### src/rtl/cpu_pkg.sv
// Shared CPU constants: instruction field positions, datapath width and
// the register-file clear/ready state encoding.
package cpu_pkg;

    localparam int XLEN      = 32;
    localparam int RF_ADDR_W = 5;

    localparam int RS1_MSB = 19;
    localparam int RS1_LSB = 15;
    localparam int RS2_MSB = 24;
    localparam int RS2_LSB = 20;
    localparam int RD_MSB  = 11;
    localparam int RD_LSB  = 7;

    localparam logic [0:0] RF_CLEAR = 1'b0;
    localparam logic [0:0] RF_READY = 1'b1;

    typedef logic [RF_ADDR_W-1:0] reg_idx_t;

    function automatic reg_idx_t getRs1(input logic [XLEN-1:0] instr);
        return instr[RS1_MSB:RS1_LSB];
    endfunction

    function automatic reg_idx_t getRs2(input logic [XLEN-1:0] instr);
        return instr[RS2_MSB:RS2_LSB];
    endfunction

    function automatic reg_idx_t getRd(input logic [XLEN-1:0] instr);
        return instr[RD_MSB:RD_LSB];
    endfunction

endpackage

### src/rtl/regfile_clear_seq.sv
// Post-reset clear sequencer: walks every register index once, emitting a
// zero-write per cycle, then parks in READY until the next reset.
module regfile_clear_seq
    import cpu_pkg::*;
#(
    parameter int DEPTH  = 32,
    parameter int ADDR_W = RF_ADDR_W
) (
    input  logic              clk,
    input  logic              rst,
    output logic              clr_we,
    output logic [ADDR_W-1:0] clr_addr,
    output logic              ready
);

    localparam logic [ADDR_W-1:0] LAST_IDX = ADDR_W'(DEPTH - 1);

    logic [0:0]        r_state;
    logic [ADDR_W-1:0] r_clr_idx;

    always_ff @(posedge clk) begin
        if (rst) begin
            r_state   <= RF_CLEAR;
            r_clr_idx <= '0;
        end else if (r_state == RF_CLEAR) begin
            r_clr_idx <= r_clr_idx + 1'b1;
            if (r_clr_idx == LAST_IDX) begin
                r_state <= RF_READY;
            end
        end
    end

    assign clr_we   = (r_state == RF_CLEAR);
    assign clr_addr = r_clr_idx;
    assign ready    = (r_state == RF_READY);

endmodule

### src/rtl/regfile_multiport.sv
// Two-read / one-write register file with hardwired-zero x0, write-first
// bypass and registered read outputs, gated by the clear sequencer.
module regfile_multiport
    import cpu_pkg::*;
#(
    parameter int DATA_W = XLEN,
    parameter int DEPTH  = 32,
    parameter int ADDR_W = RF_ADDR_W
) (
    input  logic              clk,
    input  logic              rst,
    input  logic [XLEN-1:0]   instruction,
    input  logic              instr_valid,
    input  logic              wb_en,
    input  logic [ADDR_W-1:0] wb_addr,
    input  logic [DATA_W-1:0] wb_data,
    output logic [DATA_W-1:0] read_data_1,
    output logic [DATA_W-1:0] read_data_2,
    output logic              rd_valid,
    output logic              ready
);

    localparam int              IDX_W     = (DEPTH > 1) ? $clog2(DEPTH) : 1;
    localparam logic [ADDR_W:0] DEPTH_EXT = (ADDR_W + 1)'(DEPTH);

    logic [DATA_W-1:0] r_mem [DEPTH];
    logic [DATA_W-1:0] r_read_data_1;
    logic [DATA_W-1:0] r_read_data_2;
    logic              r_rd_valid;

    logic              w_clr_we;
    logic [ADDR_W-1:0] w_clr_addr;
    logic              w_ready;
    logic [ADDR_W-1:0] w_rs1;
    logic [ADDR_W-1:0] w_rs2;
    logic              w_wb_ok;
    logic [DATA_W-1:0] w_rd1;
    logic [DATA_W-1:0] w_rd2;
    logic              w_unused_instr;

    regfile_clear_seq #(
        .DEPTH  (DEPTH),
        .ADDR_W (ADDR_W)
    ) u_clear_seq (
        .clk      (clk),
        .rst      (rst),
        .clr_we   (w_clr_we),
        .clr_addr (w_clr_addr),
        .ready    (w_ready)
    );

    assign w_rs1          = getRs1(instruction);
    assign w_rs2          = getRs2(instruction);
    assign w_unused_instr = ^{instruction[31:25], instruction[14:0]};

    assign w_wb_ok = w_ready && wb_en && (wb_addr != '0) && ({1'b0, wb_addr} < DEPTH_EXT);

    // x0 and out-of-range indices read as zero; a same-cycle write to the index wins.
    function automatic logic [DATA_W-1:0] readPort(input logic [ADDR_W-1:0] idx);
        if (idx == '0 || {1'b0, idx} >= DEPTH_EXT) begin
            return '0;
        end else if (wb_en && wb_addr == idx) begin
            return wb_data;
        end
        return r_mem[idx[IDX_W-1:0]];
    endfunction

    always_comb begin
        w_rd1 = readPort(w_rs1);
        w_rd2 = readPort(w_rs2);
    end

    always_ff @(posedge clk) begin
        if (w_clr_we) begin
            r_mem[w_clr_addr[IDX_W-1:0]] <= '0;
        end else if (w_wb_ok) begin
            r_mem[wb_addr[IDX_W-1:0]] <= wb_data;
        end
    end

    always_ff @(posedge clk) begin
        if (rst) begin
            r_read_data_1 <= '0;
            r_read_data_2 <= '0;
            r_rd_valid    <= 1'b0;
        end else if (w_ready && instr_valid) begin
            r_read_data_1 <= w_rd1;
            r_read_data_2 <= w_rd2;
            r_rd_valid    <= 1'b1;
        end else begin
            r_rd_valid    <= 1'b0;
        end
    end

    assign read_data_1 = r_read_data_1;
    assign read_data_2 = r_read_data_2;
    assign rd_valid    = r_rd_valid;
    assign ready       = w_ready;

endmodule

### config.mk
export PLATFORM = sky130hd
export DESIGN_NAME = regfile_multiport
export DESIGN_NICKNAME = d
export VERILOG_FILES = /design/src/rtl/cpu_pkg.sv /design/src/rtl/regfile_clear_seq.sv /design/src/rtl/regfile_multiport.sv
export SDC_FILE = /design/constraint.sdc
export NUM_CORES = 1
export LEC_CHECK = 0
export BUFFER_PORTS_ARGS = -buffer_cell sky130_fd_sc_hd__buf_2
export CORE_MARGIN = 1
export CORE_UTILIZATION = 36
export DETAILED_ROUTE_END_ITERATION = 8
export GPL_TIMING_DRIVEN = 0
export HOLD_SLACK_MARGIN = 0.05
export PLACE_DENSITY_LB_ADDON = 0.08
export SYNTH_ARGS = -nofsm -noshare
export SYNTH_HDL_FRONTEND = slang
export SYNTH_SLANG_ARGS = --single-unit
### constraint.sdc
create_clock -name clk -period 6.7 [get_ports clk]
set_clock_uncertainty 0.2 [all_clocks]
set_input_delay 0.67 -clock clk [delete_from_list [all_inputs] [get_ports clk]]
set_output_delay 0.67 -clock clk [all_outputs]
set_load 0.1 [all_outputs]
**Word-level counts from Yosys, hierarchy flattened**

Memory sizes are Yosys's and may differ from the RTL's.
Cells that the tools add are included.

- Memory bits (writable): 1024
- Logic and storage cells: 39
- Latch bits: 0
- Bits in registers: 71
- Memories: 1
- Bits in read-only memories: 0
- Input bits: 73

Memories:

| name | depth | bits a word | rd ports | clocked after Yosys merged registers in | write ports | line | RTL |
|---|---|---|---|---|---|---|---|
| r_mem | 32 | 32 | 2 | 0 | 1 | regfile_multiport.sv:26 | `logic [DATA_W-1:0] r_mem [DEPTH];` |

- Multiply operators: 0
- $add $sub $neg: 1
- Shift-type cells: 0
- Magnitude comparators: 0
- Eq/ne operators: 3
- Divide/modulo/power cells: 0
- Bitwise gates (word level): 0
- Reductions and logical operators: 9
- Multiplexer cells: 20

Operators with widths:

| cell | count |
|---|---|
| $mux W32 | 7 |
| $reduce_or A32 Y1 | 1 |
| $mux W1 | 12 |
| $eq A5 B5 Y1 | 2 |
| $logic_not A5 Y1 | 2 |
| $add A5 B1 Y5 const B | 1 |
| $eq A5 B5 Y1 const B | 1 |
| $logic_and A1 B1 Y1 | 5 |
| $mux W5 | 1 |
| $reduce_bool A5 Y1 | 1 |

**Logic depth before layout (Yosys ltp)**

Gate-level depths: netlist of run 1.

- Depth in word-level cells: 7
- Gate-level depth with buffers: 9
- Depth with buffers taken out: 5

**By module**

From an unflattened synthesis of run 1, not the netlist that was laid out.

- Cell total of the unflattened synthesis: 2549
- Area total of the unflattened synthesis: 50338.3 sq um

Modules (own cells, without submodules):

| module | sequential area each (sq um) | area each (sq um) | cells each | times used |
|---|---|---|---|---|
| regfile_multiport | 32050.7 | 50066.8 | 2524 | 1 |
| regfile_clear_seq | 120.1 | 271.5 | 25 | 1 |

**Worst setup path before layout of run 1**

OpenSTA, ideal clock, no wires.

- Path type: register to register
- Start point: register u_clear_seq.r_state, in the netlist u_clear_seq.ready
- End point: memory r_mem[16][0] in the netlist's numbering (enable)
- Slack: 2685 ps
- Data arrival time: 3394 ps
- Clock period less this slack: 4015 ps
- Required time: 6079 ps
- Cell stages (with the launch flop): 7
- Path through: dfxtp_1 clkbuf_1 nand2_1 a21o_1 a21boi_0 nand2_1 nor2_1

- Cells in the longest elaborated chain, start to end: 7

RTL lines:

| element | line | RTL |
|---|---|---|
| start: declaration | regfile_clear_seq.sv:18 | `logic [0:0] r_state;` |
| start signal: assignment | regfile_clear_seq.sv:23 | `r_state <= RF_CLEAR;` |
| start signal: assignment | regfile_clear_seq.sv:28 | `r_state <= RF_READY;` |
| $logic_and A1 B1 Y1 (2 in series) | regfile_multiport.sv:56 | `assign w_wb_ok = w_ready && wb_en && (wb_addr != '0) && ({1'b0, wb_addr} < DEPTH_EXT);` |
| $mux W1 | regfile_multiport.sv:76 | `end else if (w_wb_ok) begin` |
| $mux W1 | regfile_multiport.sv:74 | `if (w_clr_we) begin` |
| $mux W1 (implied by the code) | regfile_multiport.sv:77 | `r_mem[wb_addr[IDX_W-1:0]] <= wb_data;` |
| $reduce_or A32 Y1 (no line) | -- |  |
| $mux W5 (no line) / $mux W1 (equally long branches) | -- |  |
| end: declaration | regfile_multiport.sv:26 |  |

Several ways; a longest one is shown, not always the timed one.

**Final worst setup path of run 1**

- Start point: input port instruction[22]
- End point: register r_read_data_2[1], in the netlist read_data_2[1]

- Cells in the longest elaborated chain, start to end: 5

RTL lines:

| element | line | RTL |
|---|---|---|
| start: declaration | regfile_multiport.sv:12 | `input logic [XLEN-1:0] instruction,` |
| parallel branches: the longest is 4 deep, another holds $mem_v2 Z32 W32 | -- |  |
| $mux W32 * | regfile_multiport.sv:65 | `return r_mem[idx[IDX_W-1:0]];` |
| end signal: assignment | regfile_multiport.sv:88 | `r_read_data_2 <= w_rd2;` |
| end: declaration | regfile_multiport.sv:28 | `logic [DATA_W-1:0] r_read_data_2;` |

Mark *: on every way between the ends.
A chain may end at the register's enable or synchronous reset.

==> metrics.md, run 1 <==
| Metric | Value |
|---|---|
| Outcome | completed |
| Root Driver | clkbuf_16 |
| First-pass GRT wire length | 262 mm |
| Post-DRT Antenna Nets | 0 |
| Post-Syn Nets | 2767 |
| Layout area overhead | 15.6% |
| Port bufs | 103 |
| Starting Density | 36.4% |
| Skew-Pair Late Insertion Delay | 770 ps |
| Filler Cells Inserted | 12100 |
| Worst Setup Path Type | primary input to flop |
| DRC | 0 |
| GR Util All Layers | 27.4% |
| I/O pin total | 139 |
| Die area | 141000 um^2 |
| Ys Warns | 0 |
| Slew headroom | 5.55% |
| Synth area leaders | edfxtp_1, mux4_2, dfxtp_1 |
| Reg-to-reg endpoint | r_mem[16][17]$_DFFE_PP_ |
| Req. time, crit path | 7090 ps |
| Met2 Usage GRT | 44.0% |
| Largest net degree at the start of global routing | 33 |
| CTS tree | built |
| CP Max Fanout | 10 |
| Hold Fails Final Rpt | 0 |
| Die Y | 376 um |
| Vias per cell | 6.30 |
| FF+latch count, synth | 1095 |
| PwrDens | 268 nW/um^2 |
| Maximum VDD drop | 0.000178 V |
| Met1 usage in global routing | 37.3% |
| Slew Limit Fails | 0 |
| Global route overflow | 0 |
| Hold endpoint | read_data_2[12]$_SDFFE_PP0P_ |
| Final HPWL DP | 138 mm |
| Worst-path clk slew | 60 ps |
| WL final | 193 mm |
| CP endpoint kind | flop |
| Most common library cells after synthesis | edfxtp_1, mux4_2, nor2_1, clkbuf_1, dfxtp_1 |
| Final cell count without fillers | 4927 |
| H-Tree Depth | 4 |
| Routed vias | 31000 |
| Tmin final | 4250 ps |
| Tightest Pin Transition | 1420 ps |
| Post-CTS Hold Buffers | 3 |
| Routed wire per std cell | 39.2 um |
| CTS resizes | 0 |
| Hold Path Class | primary input to flop |
| Layout cells sized above 1 | 31.9% |
| Leakage power | 17.4 nW |
| Postcts setup bufs | 0 |
| Synth Instances | 2692 |
| Antenna violations before repair | 11 |
| Core area | 138000 um^2 |
| Met3 Use GR | 6.22% |
| Register area share after synthesis | 64.0% |
| Syn Area/Cell | 18.7 um^2 |
| Primary FF master, synth | edfxtp_1 |
| Die width | 376 um |
| RSZ-0062 raised after global routing | false |
| CTS max path bufs | 3 |
| GRT busiest layer | met2 |
| Fin nets | 3038 |
| Worst EP arrival | 4640 ps |
| Post-synth top area share | 61.2% |
| CTS Buf Count | 131 |
| Async S/R FF share, synth | 0% |
| Detailed Route Iter0 Violations | 4014 |
| Most frequent cell after synthesis | edfxtp_1 |
| R2r setup slk | 2730 ps |
| TNS Setup | 0 ps |
| Reg2reg path depth | 5 |
| Vias in the first global route | 31300 |
| Final cycle utilization of the critical path | 63.4% |
| Pre-antenna DRT Iters | 5 |
| Synthesized area | 50300 um^2 |
| Gpl congestion | 0.892 |
| Max Cap Viol | 0 |
| Worst hold stages | 3 |
| Row cnt | 136 |
| CTS sink count | 1095 |
| Final setup viols | 0 |
| Post-Place Cells | 4690 |
| Area leader, netlist | edfxtp_1 |
| Yosys cell types | 47 |
| FMAX | 236 MHz |
| Worst r2r src | u_clear_seq.ready$_SDFF_PP0_ |
| Number of flops mapped to enable cells by yosys | 1024 |
| Worst setup SP type | primary input |
| Hold_sp | wb_data[12] |
[logic make-up (layout without fill, tap and decap cells)]
group,after synthesis,count (layout),synth area share [%]
compound gates,374,374,5.09
xor+xnor,12,12,0.209
fa+ha+maj,2,2,0.0498
buf+inv,259,629,2.38
flops,1095,1095,64.0
mux,551,551,24.5
other cells,0,2,0
simple gates,399,399,3.75
[worst max-delay path: stages]
cell and delay, ps:
buf_2 260, buf_2 380, clkbuf_1 890, clkbuf_1 900, mux4_2 420, o21ai_0 820
o221ai_1 270
[cell type report]
| class | count | area (um^2) | share of cell area [%] |
|---|---|---|---|
| antenna | 2 | 5.00 | 0.00861 |
| multi-input combinational | 1338 | 17100 | 29.5 |
| buffer | 226 | 1070 | 1.85 |
| clock buffer | 184 | 3700 | 6.36 |
| timing repair buffer | 138 | 1190 | 2.04 |
| clock inverter | 48 | 372 | 0.640 |
| sequential | 1095 | 32200 | 55.4 |
| inverter | 33 | 124 | 0.213 |
| tap | 1863 | 2330 | 4.01 |
[flip-flops by register name, indices dropped and copies added (netlist names)]
register,count
r_mem,1024
read_data_1,32
read_data_2,32
u_clear_seq.clr_addr,5
rd_valid,1
u_clear_seq.ready,1
[per-layer routing]
metal	vias up	part of all wire, %	wire length (um)
met1	16900	41	79300
met4	8	2.8	5490
met3	337	8.4	16300
met5	-	0.026	51
met2	1699	48	92100
li1	12100	-	-
[per-stage QoR]
stage,worst slack (ps),area [um^2],hold slack [ps],utilization [%],power [mW]
2_1_floorplan,2680,50300,321,-,8.31
3_3_place_gp,-107,53100,298,38.5,8.80
3_5_place_dp,1780,54000,291,39.1,8.83
4_1_cts,2570,58100,52.7,42.1,15.6
5_1_grt,2430,58100,101,42.1,15.9
6_report,2450,58100,107,42.1,15.6
[power by group]
group / total (mW) / leakage (nW) / internal (mW) / switching [mW]
Clock: 6.87 / 2.00 / 4.03 / 2.84
Sequential: 7.49 / 9.50 / 7.45 / 0.0347
Combinational: 1.21 / 5.95 / 0.452 / 0.757
Total: 15.6 / 17.4 / 11.9 / 3.63
[cell usage in the layout, fill, tap and decap left out, drive strengths merged, types with 3 or more instances in the layout]
master       instances
nand3                3
clkinvlp             3
o211ai              32
nor2               194
or3                  5
bufinv               5
or4                 28
xnor2               11
a31oi               31
nand4                3
clkbuf             306
dlygate4sd3          3
o32a                 4
nor2b                4
mux4               543
nand2b              37
a21oi               37
mux2i                3
and2                34
a211oi              32
buf                239
o21ai               68
o22ai               33
a22oi               66
inv                 37
o221ai              31
dfxtp               71
clkinv              36
nand2               51
edfxtp            1024
a221oi              32
nor3                31
mux2                 5
[worst max-delay path by stage]
stage | start | end | slack [ps] | cells after the start
after floorplan | u_clear_seq.ready$_SDFF_PP0_ | r_mem[16][0]$_DFFE_PP_ | 2680 | 6
after global placement | wb_addr[1] | r_mem[16][15]$_DFFE_PP_ | -110 | 5
after detailed placement | instruction[21] | read_data_2[26]$_SDFFE_PP0P_ | 1780 | 7
after CTS | instruction[21] | read_data_2[26]$_SDFFE_PP0P_ | 2570 | 7
after global routing | instruction[21] | read_data_2[26]$_SDFFE_PP0P_ | 2430 | 7
final | instruction[22] | read_data_2[1]$_SDFFE_PP0P_ | 2450 | 7
No activity file was read; power rests on OpenSTA's default activity.
==> inputs of run 2 (changes only) <==
clock period = 3.5 ns   (was 6.7 ns; I/O delays follow)
==> metrics.md, run 2 (synthesized netlist as in run 1, its figures left out) <==
| Metric | Value |
|---|---|
| Final cell count without fillers | 5023 (+1.9%) |
| Root Driver | clkbuf_16 |
| Post-route setup slack | -58.5 ps (-2510 ps) |
| Worst setup SP type | primary input |
| TNS Setup | -95.2 ps (-95.2 ps) |
| Final setup viols | 2 (+2) |
| PwrDens | 504 nW/um^2 (+88%) |
| Filler Cells Inserted | 12000 (-1.1%) |
| CP most frequent cell | clkbuf_1 |
| Hold Path Class | primary input to flop |
| Area of the multi-input gates | 17200 um^2 (+0.33%) |
| Core area | 138000 um^2 (unchanged) |
| Outcome | finished, violations left |
| Layout area overhead | 18.0% |
| Port bufs | 103 (unchanged) |
| Max reg flops | 1024 (unchanged) |
| Leakage power | 18.1 nW (+3.5%) |
| Max Cap Viol | 0 (unchanged) |
| Routed vias | 31300 (+1.0%) |
| Failing checks | setup timing |
| Worst r2r src | u_clear_seq.ready$_SDFF_PP0_ |
| H-Tree Depth | 3 (-1) |
| Worst Setup Path Type | primary input to flop |
| GR Util All Layers | 27.5% (+0.068 points) |
| Die area | 141000 um^2 (unchanged) |
| Worst EP arrival | 3910 ps (-730 ps) |
| CP Launch Point | instruction[18] |
| CTS sink count | 1095 (unchanged) |
| Antenna violations before repair | 8 (-3) |
| Routed wire per std cell | 38.8 um (-1.2%) |
| Tightest Pin Transition | 1380 ps (-37.3 ps) |
| Final cycle utilization of the critical path | 102% |
| Detailed Route Iter0 Violations | 4041 (+0.67%) |
| Gpl congestion | 0.894 (+0.30%) |
| Vias per cell | 6.24 (-0.90%) |
| Fin nets | 3126 (+2.9%) |
| Most common cell after layout, fill and taps aside | edfxtp_1 |
| Tmin final | 3560 ps |
| FMAX | 281 MHz |
| RSZ-0062 raised after global routing | false |
| Design Area, Final | 59300 um^2 (+2.0%) |
| CP endpoint kind | flop |
| DRC | 0 (unchanged) |
| Vias in the first global route | 31400 (+0.39%) |
| First-pass GRT wire length | 264 mm (+0.49%) |
| Maximum VDD drop | 0.000386 V (+120%) |
| CP max-delay cell | clkbuf_1 |
| Pre-antenna DRT Iters | 6 (+1) |
| Commonest non-fill, non-tap cells in the layout | edfxtp_1, mux4_2, nor2_1 |
| Hold_sp | instruction[24] |
| Largest incremental delay on the critical path | 980 ps (+80 ps) |
| Post-Place Cells | 4696 (+0.13%) |
| Final HPWL DP | 139 mm (+0.69%) |
| CTS Buf Count | 120 (-8.4%) |
| Pwr Total | 29.9 mW (+92%) |
| Placed cell areas | 54100 um^2 (+0.28%) |
| FF/Latch Area | 32200 um^2 (unchanged) |
| WL final | 195 mm (+0.74%) |
| Slew headroom | 8.03% (+2.5 points) |
| Req. time, crit path | 3860 ps (-3230 ps) |
| Worst-path clk slew | 70 ps (about the same) |
| I/O pin total | 139 (unchanged) |
| Slew Limit Fails | 0 (unchanged) |
| Global route overflow | 0 (unchanged) |
| Skew-Pair Late Insertion Delay | 730 ps (-40 ps) |
| CTS max path bufs | 3 (unchanged) |
| Largest net degree at the start of global routing | 33 (unchanged) |
| Die Y | 376 um (unchanged) |
| Reg2reg path depth | 7 (+2) |
| Layout cells sized above 1 | 34.3% (+2.4 points) |
| CTS tree | built |
| CP Max Fanout | 10 (unchanged) |
| Die width | 376 um (unchanged) |
| Hold Fails Final Rpt | 0 (unchanged) |
| Crit-path cells | clkbuf_1 -> nor2_1 -> clkbuf_1 -> a22oi_1 -> nand2_1 -> a221oi_1 -> a211oi_1 |
| Row cnt | 136 (unchanged) |
| Post-DRT Antenna Nets | 0 (unchanged) |
| Worst hold stages | 5 (+2) |
| Starting Density | 36.4% (unchanged) |
## run 2: cell type report
class	count	share of cell area, %
Sequential cell	1095	54.3
Clock buffer	165	5.63
Timing Repair Buffer	238	3.90
Clock inverter	58	1.21
Antenna cell	8	0.0338
Multi-Input combinational cell	1338	29.0
Buffer	225	1.82
Tap cell	1863	3.93
Inverter	33	0.209
## run 2: worst paths after layout
path / endpoint / slack (ps)
max reg2reg: read_data_1[4]$_SDFFE_PP0P_ / 60
max: read_data_1[4]$_SDFFE_PP0P_ / -60
min: read_data_2[21]$_SDFFE_PP0P_ / 120
min reg2reg: read_data_1[24]$_SDFFE_PP0P_ / 310
## run 2: metrics by stage
| step | setup slack (ps) | hold slack, ps | util [%] |
|---|---|---|---|
| finish | -58.5 | 116 | 43.0 |
| global route | 6.09 | 139 | 42.9 |
| CTS | 9.53 | 64.9 | 42.7 |
| detailed placement | -1250 | 303 | 39.2 |
| global placement | -3060 | 294 | 38.5 |
| floorplan | -515 | 321 | - |
## run 2: routing by layer
layer	track usage, %	vias to the layer above	share of wire [%]
li1	-	12200	-
met1	37.8	17100	41
met2	44.1	1702	48
met3	5.79	323	8.7
met4	7.89	6	2.8
met5	0	-	0.018
## run 2: critical path: cells and delay by family
| kind | cells | cell delay [ps] |
|---|---|---|
| AOI/OAI and AO/OA | 3 | 1420 |
| buffers and inverters | 2 | 1480 |
| and+or+nand+nor | 2 | 650 |
## run 2: what timing repair did
action                     4_1_cts  5_1_grt
hold buffers                    32        0
setup endpoints to repair     1586      499
hold endpoints to repair        59        0
gates resized for setup         27       22
pin swaps                       16       10
setup buffers                   22       43
## run 2: report_power, final
group / switching (mW) / internal, mW / total, mW
combinational: 1.46 / 0.911 / 2.37
clock: 5.32 / 7.86 / 13.2
sequential: 0.0672 / 14.3 / 14.3
total: 6.85 / 23.0 / 29.9
==> inputs of run 3 (changes only) <==
--- a/config.mk
+++ b/config.mk
@@ -8,3 +8,2 @@
 export BUFFER_PORTS_ARGS = -buffer_cell sky130_fd_sc_hd__buf_2
-export CORE_MARGIN = 1
 export CORE_UTILIZATION = 36
==> constraint.sdc (replaced) <==
create_clock -name clk -period 3.5 [get_ports clk]
set_clock_uncertainty 0.2 [all_clocks]
set_input_delay 0.7 -clock clk [delete_from_list [all_inputs] [get_ports clk]]
set_output_delay 0.7 -clock clk [all_outputs]
set_load 0.1 [all_outputs]
==> metrics.md, run 3 (synthesized netlist as in run 1, its figures left out) <==
| Metric | Value |
|---|---|
| Outcome | finished, violations left |
| Failing checks | setup timing |
| FMAX | 282 MHz (+0.18%) |
| PwrDens | 506 nW/um^2 (+0.42%) |
| Detailed Route Iter0 Violations | 4080 (+0.97%) |
| Routed vias | 31300 (-0.27%) |
| CP Max Fanout | 10 (unchanged) |
| DRC | 0 (unchanged) |
| Vias in the first global route | 31400 (-0.20%) |
| Worst EP arrival | 3920 ps (about the same) |
| Req. time, crit path | 3860 ps (about the same) |
| FF/Latch Area | 32200 um^2 (unchanged) |
| Row cnt | 136 (unchanged) |
| Routed wire per std cell | 39.1 um (+0.78%) |
| Slew headroom | 13.8% (+5.7 points) |
| Final cycle utilization of the critical path | 101% (-0.18 points) |
| Die Y | 376 um (unchanged) |
| Layout area overhead | 17.4% |
| Antenna violations before repair | 11 (+3) |
| Crit-path cells | buf_2 -> clkbuf_4 -> nand2_1 -> clkbuf_1 -> clkbuf_2 -> o21ai_0 -> o221ai_1 |
| Area of the multi-input gates | 17200 um^2 (+0.18%) |
| Final setup viols | 2 (unchanged) |
| CTS tree | built |
| Hold Fails Final Rpt | 0 (unchanged) |
| I/O pin total | 139 (unchanged) |
| Post-DRT Antenna Nets | 0 (unchanged) |
| Largest incremental delay on the critical path | 690 ps (-290 ps) |
| Slew Limit Fails | 0 (unchanged) |
| Starting Density | 36.4% (unchanged) |
| H-Tree Depth | 3 (unchanged) |
| WL final | 195 mm (about the same) |
| Worst-path clk slew | 60 ps (about the same) |
| Layout cells sized above 1 | 35.3% (+1.0 points) |
| GR Util All Layers | 27.5% (about the same) |
| Worst setup SP type | primary input |
| Filler Cells Inserted | 12000 (+0.17%) |
| Max reg flops | 1024 (unchanged) |
| Port bufs | 103 (unchanged) |
| Skew-Pair Late Insertion Delay | 740 ps (about the same) |
| Die area | 141000 um^2 (unchanged) |
| CTS Buf Count | 120 (unchanged) |
| Final design utilization | 42.8% (-0.19 points) |
| Post-route setup slack | -52.1 ps (+6.31 ps) |
| CP max-delay cell | o21ai_0 |
| First-pass GRT wire length | 264 mm (about the same) |
| RSZ-0062 raised after global routing | false |
| Commonest non-fill, non-tap cells in the layout | edfxtp_1, mux4_2, nor2_1 |
| Leakage power | 18.0 nW (-0.38%) |
| Tightest Pin Transition | 1290 ps (-85.8 ps) |
| Maximum VDD drop | 0.000387 V (+0.37%) |
| Pre-antenna DRT Iters | 7 (+1) |
| Gpl congestion | 0.894 (unchanged) |
| Most common cell after layout, fill and taps aside | edfxtp_1 |
| CTS max path bufs | 3 (unchanged) |
| Max Cap Viol | 0 (unchanged) |
| Top delay family on crit path | buffers and inverters |
| Final cell count without fillers | 4987 (-0.72%) |
| CP endpoint kind | flop |
| Vias per cell | 6.27 (+0.45%) |
| Largest net degree at the start of global routing | 33 (unchanged) |
| Post-CTS Hold Buffers | 0 (-100%) |
| Root Driver | clkbuf_16 |
| CTS sink count | 1095 (unchanged) |
| Post-Place Cells | 4696 (unchanged) |
| Hold Path Class | primary input to flop |
| Worst Setup Path Type | primary input to flop |
| Final HPWL DP | 139 mm (unchanged) |
| Tmin final | 3550 ps (-6.31 ps) |
| Fin nets | 3093 (-1.1%) |
| Global route overflow | 0 (unchanged) |
| CP bufs+invs | 4 (+2) |
| Core area | 138000 um^2 (unchanged) |
| Die width | 376 um (unchanged) |
==> run 3: cell types whose count changed in the layout (fill, tap and decap cells not counted), sizes merged <==
| cell | before | now |
|---|---|---|
| clkbuf | 286 | 289 |
| dlygate4sd3 | 32 | 0 |
| diode | 8 | 5 |
| clkdlybuf4s15 | 0 | 3 |
| buf | 310 | 303 |
==> run 3: area by class of cell <==
| cell class | instances | area share (%) |
|---|---|---|
| diodes | 5 | 0.0212 |
| plain buffers | 224 | 1.89 |
| clock buffers | 165 | 5.65 |
| clock inverters | 58 | 1.21 |
| inverters | 33 | 0.210 |
| multi-input cells | 1338 | 29.2 |
| flip-flops and latches | 1095 | 54.5 |
| well taps | 1863 | 3.95 |
| repair buffers | 206 | 3.37 |
==> run 3: metal layers <==
metal	vias to the layer above	GRT usage, %	routed length, um
met2	1714	44.0	92500
li1	12200	-	-
met3	321	5.83	17700
met1	17000	37.9	79200
met4	8	7.88	5360
met5	-	0	48
==> run 3: stage by stage <==
stage,hold slack (ps),setup TNS (ps),cell area [um^2],worst slack [ps],power [mW]
CTS,101,0,58700,1.35,30.0
floorplan,321,-386120,50300,-515,15.9
finish,153,-91.7,59000,-52.1,29.9
global route,148,0,59000,6.07,30.6
global placement,294,-3392090,53100,-3410,16.9
detailed placement,303,-1179410,54100,-1600,16.9
==> run 3: what timing repair did <==
item | 4_1_cts | 5_1_grt
setup endpoints to repair | 1623 | 520
buffers inserted | 22 | 43
hold endpoints to repair | 0 | 0
pin swaps | 16 | 9
gates resized for setup | 46 | 41
==> run 3: worst paths after layout <==
kind,slack (ps),end,startpoint,cells past startpoint
worst max-delay path,-50,read_data_2[17]$_SDFFE_PP0P_,instruction[21],7
worst min-delay path,150,read_data_2[23]$_SDFFE_PP0P_,wb_data[23],3
worst max register to register,150,r_mem[31][30]$_DFFE_PP_,u_clear_seq.ready$_SDFF_PP0_,5
worst min register to register,310,read_data_1[24]$_SDFFE_PP0P_,read_data_1[24]$_SDFFE_PP0P_,2
==> run 3: power breakdown <==
part,total (mW),switching [mW],leakage (nW),internal [mW]
Sequential,14.3,0.0672,9.50,14.3
Clock,13.2,5.33,1.97,7.86
Combinational,2.35,1.46,6.51,0.890
Total,29.9,6.86,18.0,23.0
==> run 3: worst reg2reg max path: cells and delay by family, from the launching register on <==
family | cells | cell delay (ps)
AOI/OAI and AO/OA | 1 | 510
DFF | 1 | 370
and+or+nand+nor | 2 | 1120
buffers and inverters | 2 | 790
